<file path="config.mk">
export PLATFORM = sky130hd
export DESIGN_NAME = time_set_ctrl
export DESIGN_NICKNAME = d
export VERILOG_FILES = /design/src/rtl/time_set_ctrl_pkg.sv /design/src/rtl/time_set_ctrl_btn_edge.sv /design/src/rtl/time_set_ctrl.sv
export SDC_FILE = /design/constraint.sdc
export NUM_CORES = 1
export LEC_CHECK = 0
export ABC_AREA = 1
export BUFFER_PORTS_ARGS = -buffer_cell sky130_fd_sc_hd__buf_2
export CAP_MARGIN = 20
export CORE_AREA = 2 2 101 103
export CTS_BUF_LIST = sky130_fd_sc_hd__clkbuf_8
export CTS_CLUSTER_SIZE = 12
export DETAILED_ROUTE_END_ITERATION = 12
export DIE_AREA = 0 0 103 105
export PLACE_DENSITY = 0.8
export SLEW_MARGIN = 5
export SYNTH_ARGS = -nofsm -noshare
export SYNTH_HDL_FRONTEND = slang
export SYNTH_SLANG_ARGS = --single-unit
</file>
<file path="constraint.sdc">
create_clock -name clk -period 8.4 [get_ports clk]
set_input_delay 1.68 -clock clk [delete_from_list [all_inputs] [get_ports clk]]
set_output_delay 1.68 -clock clk [all_outputs]
set_load 0.005 [all_outputs]
</file>
<file path="src/rtl/time_set_ctrl_pkg.sv">
// ---------------------------------------------------------------------------
// clock_pkg
// Shared types, constants and BCD helpers for the clock time-setting block.
//   set_state_t : RUN / EDIT / COMMIT controller states
//   hms_t       : packed hours/minutes/seconds edit value (6 bits each, binary)
//   POS_*       : cursor positions, digit 0 = seconds units ... 5 = hours tens
//   *_MAX       : per-digit wrap limits
//   bcd_tens / bcd_units / bcd_join : split and recombine a 0..59 value
//   wrap_step   : step one BCD digit up or down within 0..lim, no carry
// ---------------------------------------------------------------------------
package clock_pkg;

  typedef enum logic [1:0] {
    RUN    = 2'd0,
    EDIT   = 2'd1,
    COMMIT = 2'd2
  } set_state_t;

  typedef struct packed {
    logic [5:0] h;
    logic [5:0] m;
    logic [5:0] s;
  } hms_t;

  localparam logic [2:0] POS_SEC_U = 3'd0;
  localparam logic [2:0] POS_SEC_T = 3'd1;
  localparam logic [2:0] POS_MIN_U = 3'd2;
  localparam logic [2:0] POS_MIN_T = 3'd3;
  localparam logic [2:0] POS_HR_U  = 3'd4;
  localparam logic [2:0] POS_HR_T  = 3'd5;

  localparam logic [3:0] UNITS_MAX    = 4'd9;
  localparam logic [3:0] SEC_TENS_MAX = 4'd5;
  localparam logic [3:0] HR_TENS_MAX  = 4'd2;
  localparam logic [5:0] HR_MAX       = 6'd23;
  // Largest hours-units digit allowed once the tens digit is at its maximum.
  localparam logic [3:0] HR_TOP_UNITS = 4'(HR_MAX % 6'd10);

  localparam logic [5:0] ALL_ON = 6'h3F;

  function automatic logic [3:0] bcd_tens(input logic [5:0] v);
    return 4'(v / 6'd10);
  endfunction

  function automatic logic [3:0] bcd_units(input logic [5:0] v);
    return 4'(v % 6'd10);
  endfunction

  function automatic logic [5:0] bcd_join(input logic [3:0] t, input logic [3:0] u);
    return 6'(({2'b00, t} * 6'd10) + {2'b00, u});
  endfunction

  // A digit already above lim (cannot happen for in-range values) falls to 0 on up.
  function automatic logic [3:0] wrap_step(input logic [3:0] d, input logic [3:0] lim,
                                           input logic inc);
    if (inc) return (d >= lim) ? 4'd0 : d + 4'd1;
    else     return (d == 4'd0) ? lim : d - 4'd1;
  endfunction

endpackage

</file>
<file path="src/rtl/time_set_ctrl_btn_edge.sv">
// ---------------------------------------------------------------------------
// btn_edge
// Two-flop synchroniser for an asynchronous level input, followed by an edge
// detector. A pin change produces a one-clock pulse visible after the second
// clock edge, so logic acting on it updates on the third edge.
//   clk      in  system clock
//   reset_n  in  asynchronous active-low reset
//   i_pin    in  asynchronous level input
//   o_rise   out one-cycle pulse on a synchronised 0->1 transition
//   o_fall   out one-cycle pulse on a synchronised 1->0 transition
// ---------------------------------------------------------------------------
module btn_edge (
  input  logic clk,
  input  logic reset_n,
  input  logic i_pin,
  output logic o_rise,
  output logic o_fall
);

  logic r_meta;
  logic r_sync;
  logic r_prev;

  always_ff @(posedge clk or negedge reset_n) begin
    if (!reset_n) begin
      r_meta <= 1'b0;
      r_sync <= 1'b0;
      r_prev <= 1'b0;
    end else begin
      r_meta <= i_pin;
      r_sync <= r_meta;
      r_prev <= r_sync;
    end
  end

  assign o_rise = r_sync & ~r_prev;
  assign o_fall = ~r_sync & r_prev;

endmodule

</file>
<file path="src/rtl/time_set_ctrl.sv">
// ---------------------------------------------------------------------------
// time_set_ctrl
// Time-setting controller for the digital clock. Entering set mode freezes
// the time counter and captures the current time into edit registers; the
// cursor buttons pick a digit and up/down step that digit. Leaving set mode
// commits the edited time with a one-cycle load strobe.
//
// Build option: define BLINK_EN to blink the digit under the cursor in EDIT
// (half-period BLINK_DIV clocks). Without it blink_mask is constant 6'h3F.
//
// Parameters
//   BLINK_DIV    clocks per blink half-period
// Ports
//   clk, reset_n                      clock, asynchronous active-low reset
//   set_mod                           set-mode switch level (async)
//   left, right, up, down             button levels (async, debounced)
//   hours, minutes, seconds  [5:0]    current time from the counter
//   set_hours/minutes/seconds [5:0]   edited time, valid while load=1
//   load                              one-cycle commit strobe
//   run_en                            1 = counter runs, 0 = frozen
//   pos [2:0]                         cursor 0..5 (sec u, sec t, min u, min t, hr u, hr t)
//   blink_mask [5:0]                  per-digit display enable
// ---------------------------------------------------------------------------
module time_set_ctrl
  import clock_pkg::*;
#(
  parameter int unsigned BLINK_DIV = 25_000_000
) (
  input  logic       clk,
  input  logic       reset_n,
  input  logic       set_mod,
  input  logic       left,
  input  logic       right,
  input  logic       up,
  input  logic       down,
  input  logic [5:0] hours,
  input  logic [5:0] minutes,
  input  logic [5:0] seconds,
  output logic [5:0] set_hours,
  output logic [5:0] set_minutes,
  output logic [5:0] set_seconds,
  output logic       load,
  output logic       run_en,
  output logic [2:0] pos,
  output logic [5:0] blink_mask
);

  logic w_set_rise, w_set_fall;
  logic w_left_rise, w_right_rise, w_up_rise, w_down_rise;
  logic w_left_fall_unused, w_right_fall_unused, w_up_fall_unused, w_down_fall_unused;

  btn_edge u_set   (.clk(clk), .reset_n(reset_n), .i_pin(set_mod),
                    .o_rise(w_set_rise),   .o_fall(w_set_fall));
  btn_edge u_left  (.clk(clk), .reset_n(reset_n), .i_pin(left),
                    .o_rise(w_left_rise),  .o_fall(w_left_fall_unused));
  btn_edge u_right (.clk(clk), .reset_n(reset_n), .i_pin(right),
                    .o_rise(w_right_rise), .o_fall(w_right_fall_unused));
  btn_edge u_up    (.clk(clk), .reset_n(reset_n), .i_pin(up),
                    .o_rise(w_up_rise),    .o_fall(w_up_fall_unused));
  btn_edge u_down  (.clk(clk), .reset_n(reset_n), .i_pin(down),
                    .o_rise(w_down_rise),  .o_fall(w_down_fall_unused));

  // Steps the digit under the cursor. Digits wrap independently; raising the
  // hours tens digit past 23 pulls the units digit down to 3 in the same step.
  function automatic hms_t step_time(input hms_t t, input logic [2:0] p, input logic inc);
    hms_t       r;
    logic [3:0] ht;
    logic [3:0] hu;
    logic [3:0] ht_n;
    r    = t;
    ht   = bcd_tens(t.h);
    hu   = bcd_units(t.h);
    ht_n = wrap_step(ht, HR_TENS_MAX, inc);
    case (p)
      POS_SEC_U: r.s = bcd_join(bcd_tens(t.s), wrap_step(bcd_units(t.s), UNITS_MAX, inc));
      POS_SEC_T: r.s = bcd_join(wrap_step(bcd_tens(t.s), SEC_TENS_MAX, inc), bcd_units(t.s));
      POS_MIN_U: r.m = bcd_join(bcd_tens(t.m), wrap_step(bcd_units(t.m), UNITS_MAX, inc));
      POS_MIN_T: r.m = bcd_join(wrap_step(bcd_tens(t.m), SEC_TENS_MAX, inc), bcd_units(t.m));
      POS_HR_U:  r.h = bcd_join(ht, wrap_step(hu, (ht < HR_TENS_MAX) ? UNITS_MAX : HR_TOP_UNITS,
                                              inc));
      POS_HR_T: begin
        r.h = bcd_join(ht_n, hu);
        if (r.h > HR_MAX) r.h = bcd_join(ht_n, HR_TOP_UNITS);
      end
      default: r = t;
    endcase
    return r;
  endfunction

  set_state_t r_state, w_state_nxt;
  logic [2:0] r_pos, w_pos_nxt;
  hms_t       r_set, w_set_nxt;

  // Next state, cursor and edit value; one button serviced per cycle with
  // priority left > right > up > down, set-mode exit beating all buttons.
  always_comb begin
    w_state_nxt = r_state;
    w_pos_nxt   = r_pos;
    w_set_nxt   = r_set;
    load        = 1'b0;
    run_en      = 1'b1;
    case (r_state)
      RUN: begin
        if (w_set_rise) begin
          w_state_nxt = EDIT;
          w_pos_nxt   = POS_SEC_U;
          w_set_nxt.h = hours;
          w_set_nxt.m = minutes;
          w_set_nxt.s = seconds;
        end
      end
      EDIT: begin
        run_en = 1'b0;
        if (w_set_fall)        w_state_nxt = COMMIT;
        else if (w_left_rise)  w_pos_nxt = (r_pos >= POS_HR_T) ? POS_SEC_U : r_pos + 3'd1;
        else if (w_right_rise) w_pos_nxt = (r_pos == POS_SEC_U) ? POS_HR_T : r_pos - 3'd1;
        else if (w_up_rise)    w_set_nxt = step_time(r_set, r_pos, 1'b1);
        else if (w_down_rise)  w_set_nxt = step_time(r_set, r_pos, 1'b0);
      end
      COMMIT: begin
        load        = 1'b1;
        w_state_nxt = RUN;
      end
      default: w_state_nxt = RUN;
    endcase
  end

  always_ff @(posedge clk or negedge reset_n) begin
    if (!reset_n) begin
      r_state <= RUN;
      r_pos   <= POS_SEC_U;
      r_set   <= '0;
    end else begin
      r_state <= w_state_nxt;
      r_pos   <= w_pos_nxt;
      r_set   <= w_set_nxt;
    end
  end

  assign set_hours   = r_set.h;
  assign set_minutes = r_set.m;
  assign set_seconds = r_set.s;
  assign pos         = r_pos;

`ifdef BLINK_EN
  localparam int CNT_W = (BLINK_DIV > 1) ? $clog2(BLINK_DIV) : 1;
  localparam logic [CNT_W-1:0] BLINK_LAST = CNT_W'(BLINK_DIV - 1);

  logic [CNT_W-1:0] r_blink_cnt;
  logic             r_blink_phase;
  logic             w_blink_restart;

  // Every cursor move and every EDIT entry starts a fresh "digit on" period.
  assign w_blink_restart = (w_state_nxt == EDIT) &&
                           ((r_state != EDIT) || (w_pos_nxt != r_pos));

  always_ff @(posedge clk or negedge reset_n) begin
    if (!reset_n) begin
      r_blink_cnt   <= '0;
      r_blink_phase <= 1'b0;
    end else if (w_blink_restart || (r_state != EDIT)) begin
      r_blink_cnt   <= '0;
      r_blink_phase <= 1'b0;
    end else if (r_blink_cnt == BLINK_LAST) begin
      r_blink_cnt   <= '0;
      r_blink_phase <= ~r_blink_phase;
    end else begin
      r_blink_cnt   <= r_blink_cnt + 1'b1;
    end
  end

  assign blink_mask = (r_state == EDIT) ? (ALL_ON & ~(6'(r_blink_phase) << r_pos)) : ALL_ON;
`else
  // BLINK_DIV only sizes the blink counter, which this build does not have.
  localparam int unused_blink_div = BLINK_DIV;
  assign blink_mask = ALL_ON;
`endif

endmodule

</file>
==> flow_metrics.py <==
metrics = {
    "critical_path": {
        "crit_path_frequent_cell": "inv_1",
        "cp_max_fo": 7,
        "critical_path_buf_inv_count": 5,
        "cp.required_ns": 8.60,
        "crit_family": "compound AO/OA/AOI/OAI gates",
        "slowest_delay_ns": 0.78,
        "cp-end-kind": "register",
        "critPathLaunchType": "register",
        "crit_type": "reg -> reg",
        "critical_path_arrival_ns": 4.85,
        "crit_chain": "nor2_2, nor2_4, nand2_1, nand3_1, o21ai_0, inv_1, ha_1, inv_1, ha_1, a21o_1, or2_2, inv_1, ha_1, ha_1, nand2_1, inv_1, o21ai_0, xor2_1, a21oi_1, o21ai_0, o311ai_0, nand3_1, o22ai_1, inv_1",
        "slowest_stage": "o21ai_0",
    },
    "logic_synthesis": {
        "synth_edf_count": 0,
        "synth_cell_types": 63,
        "avgSynthCellArea_um2": 7.13,
        "async_flop_share_pct": 100,
        "ys_ff_latch": 38,
        "syn_area_mm2": 0.00594,
        "synth_top_area_share_pct": 19.6,
        "ys.warnings.count": 0,
        "yosysSeqAreaShare_pct": 16.0,
        "synthTopCellsByArea": "ha_1 20%, dfrtp_1 16%, nand2_1 10%, inv_1 8.2%, nor2_1 4.4%",
        "yosysTopAreaCell": "ha_1",
        "syn_inst": 833,
        "yosys_most_used_dff": "dfrtp_1",
    },
    "sta": {
        "setup_tns_ns": 0,
        "hold_ws_ns": 0.353,
        "finalSetupViolations": 0,
        "rsz0062_at_grt": "false",
        "post-route-min-period_ns": 4.65,
        "worst_clock_skew_ns": 0.0249,
        "drv_slew": 0,
        "final_hold_viol_count": 0,
        "post-route-period-util_pct": 55.4,
        "fin_ws_ns": 3.75,
        "fmax_ghz": 0.215,
        "maxSlewHeadroom_pct": 34.2,
        "tightest_slew_ns": 0.977,
    },
    "floorplan": {
        "chipHeight_um": 105,
        "ios": 54,
        "core_mm2": 0.00964,
        "fp-row-count": 36,
        "fp.dieW_um": 103,
        "die_area_mm2": 0.0108,
        "start_util_pct": 61.6,
    },
    "placement": {
        "pre_cts_slack_ns": 3.85,
        "gp_congestion": 0.942,
        "hpwl_mm": 12.0,
        "portBuffers": 47,
    },
    "clock_tree": {
        "htreeDepth": 2,
        "numCtsBuffers": 5,
        "ctsHoldBuffers": 0,
        "worst_skew_pair.late_latency_ns": 0.31,
        "root_buffer": "clkbuf_8",
        "cts_resized": 0,
        "clk_path_buf_depth": 2,
        "cts_tree": "yes",
        "cts_setup_buffers": 0,
        "cts.clk_slew.worst_paths_ns": 0.10,
        "cts_sinks": 38,
    },
    "grt": {
        "grt_pass1_vias": 5458,
        "grt_overflow": 0,
        "grt_start_max_net_pins": 39,
        "antenna_found_initial": 0,
        "grt_usage_pct": 28.2,
        "grt_pass1_wl_mm": 24.5,
    },
    "drt": {
        "drtPass1Iterations": 5,
        "viasPerCell": 5.61,
        "num_vias": 5691,
        "routed_wl_mm": 14.9,
        "drtIter0Drc": 280,
        "drt-wirelength-per-cell_um": 14.7,
        "antenna_left": 0,
        "drc_errors": 0,
    },
    "layout": {
        "drive_gt1_share_pct": 12.8,
        "syn_to_final_growth_pct": 7.77,
        "diodes": 0,
        "final_common_cell": "nand2_1",
        "fin_nets": 1011,
        "final_cell_mix": "162 x nand2_1, 129 x inv_1, 93 x ha_1",
    },
    "outcome": {
        "status": "finished clean",
    },
    "worst_hold_path": {
        "min_path_type": "reg -> reg",
    },
    "run": {
        "maxCapViolCount": 0,
    },
}
synth_stat cells, types with 7 or more instances:
| cell | n |
|---|---|
| a21o_1 | 12 |
| xor2_1 | 24 |
| nor2_1 | 70 |
| inv_1 | 129 |
| fa_1 | 12 |
| a21oi_1 | 43 |
| ha_1 | 93 |
| nand3_1 | 43 |
| nand4_1 | 8 |
| o22ai_1 | 7 |
| o21ai_0 | 50 |
| a31oi_1 | 8 |
| inv_2 | 7 |
| nand2_1 | 162 |
| xnor2_1 | 12 |
| dfrtp_1 | 38 |
| o21ai_2 | 7 |
stage by stage:
| stage | utilization (%) | instance area, um2 | std cells |
|---|---|---|---|
| after global placement | 64.9 | 6260 | 1006 |
| after CTS | 66.4 | 6400 | 1014 |
| after global routing | 66.4 | 6400 | 1015 |
| after detailed placement | 64.9 | 6260 | 1006 |
| after floorplan | - | 5970 | 840 |
| final | 66.4 | 6400 | 1015 |
metal layers:
metal / share of wire [%] / vias up / global-route usage [%] / wire (um)
met1: 44 / 2614 / 37.7 / 6520
met5: 0 / - / 0 / 0
met3: 5.6 / 44 / 3.55 / 841
li1: - / 2819 / - / -
met4: 3.1 / 0 / 10.5 / 468
met2: 48 / 214 / 46.0 / 7090
final cells by class:
| type | count | area [um2] |
|---|---|---|
| clock inverters | 3 | 68.8 |
| well taps | 133 | 166 |
| flip-flops and latches | 38 | 951 |
| repair buffers | 49 | 248 |
| multi-input cells | 649 | 4380 |
| clock buffers | 5 | 68.8 |
| fillers | 880 | 3240 |
| inverters | 138 | 520 |
cell families (layout without fill, tap and decap cells):
kind of cell,count (synthesis),after routing,share of synthesized area (%)
other cells,2,9,0.126
simple gates,325,325,25.1
mux,1,1,0.190
fa+ha+maj,105,105,23.6
compound gates,170,170,17.9
flops,38,38,16.0
buf+inv,153,195,10.7
xor+xnor,39,39,6.32
path summary, 6_finish.rpt:
kind	slack (ns)	cells after the start	to	from
worst min-delay path	0.35	0	u_left.r_sync	u_left.r_meta
worst max-delay path	3.75	24	set_minutes[5]	set_minutes[4]
min in group asynchronous	1.49	1	set_hours[5]	reset_n
worst max register to register	3.75	24	set_minutes[5]	set_minutes[4]
worst min register to register	0.35	0	u_left.r_sync	u_left.r_meta
max in group asynchronous	6.33	1	u_right.r_meta	reset_n
state kept, by name, indices dropped and copies added (netlist names), 2 cells and up:
signal / cells
pos: 3
r_state: 2
set_hours: 6
set_minutes: 6
set_seconds: 6
Power is left out: the tool's default activity adds up to more than one toggle a clock period on the data nets, which glitch-free logic cannot reach.
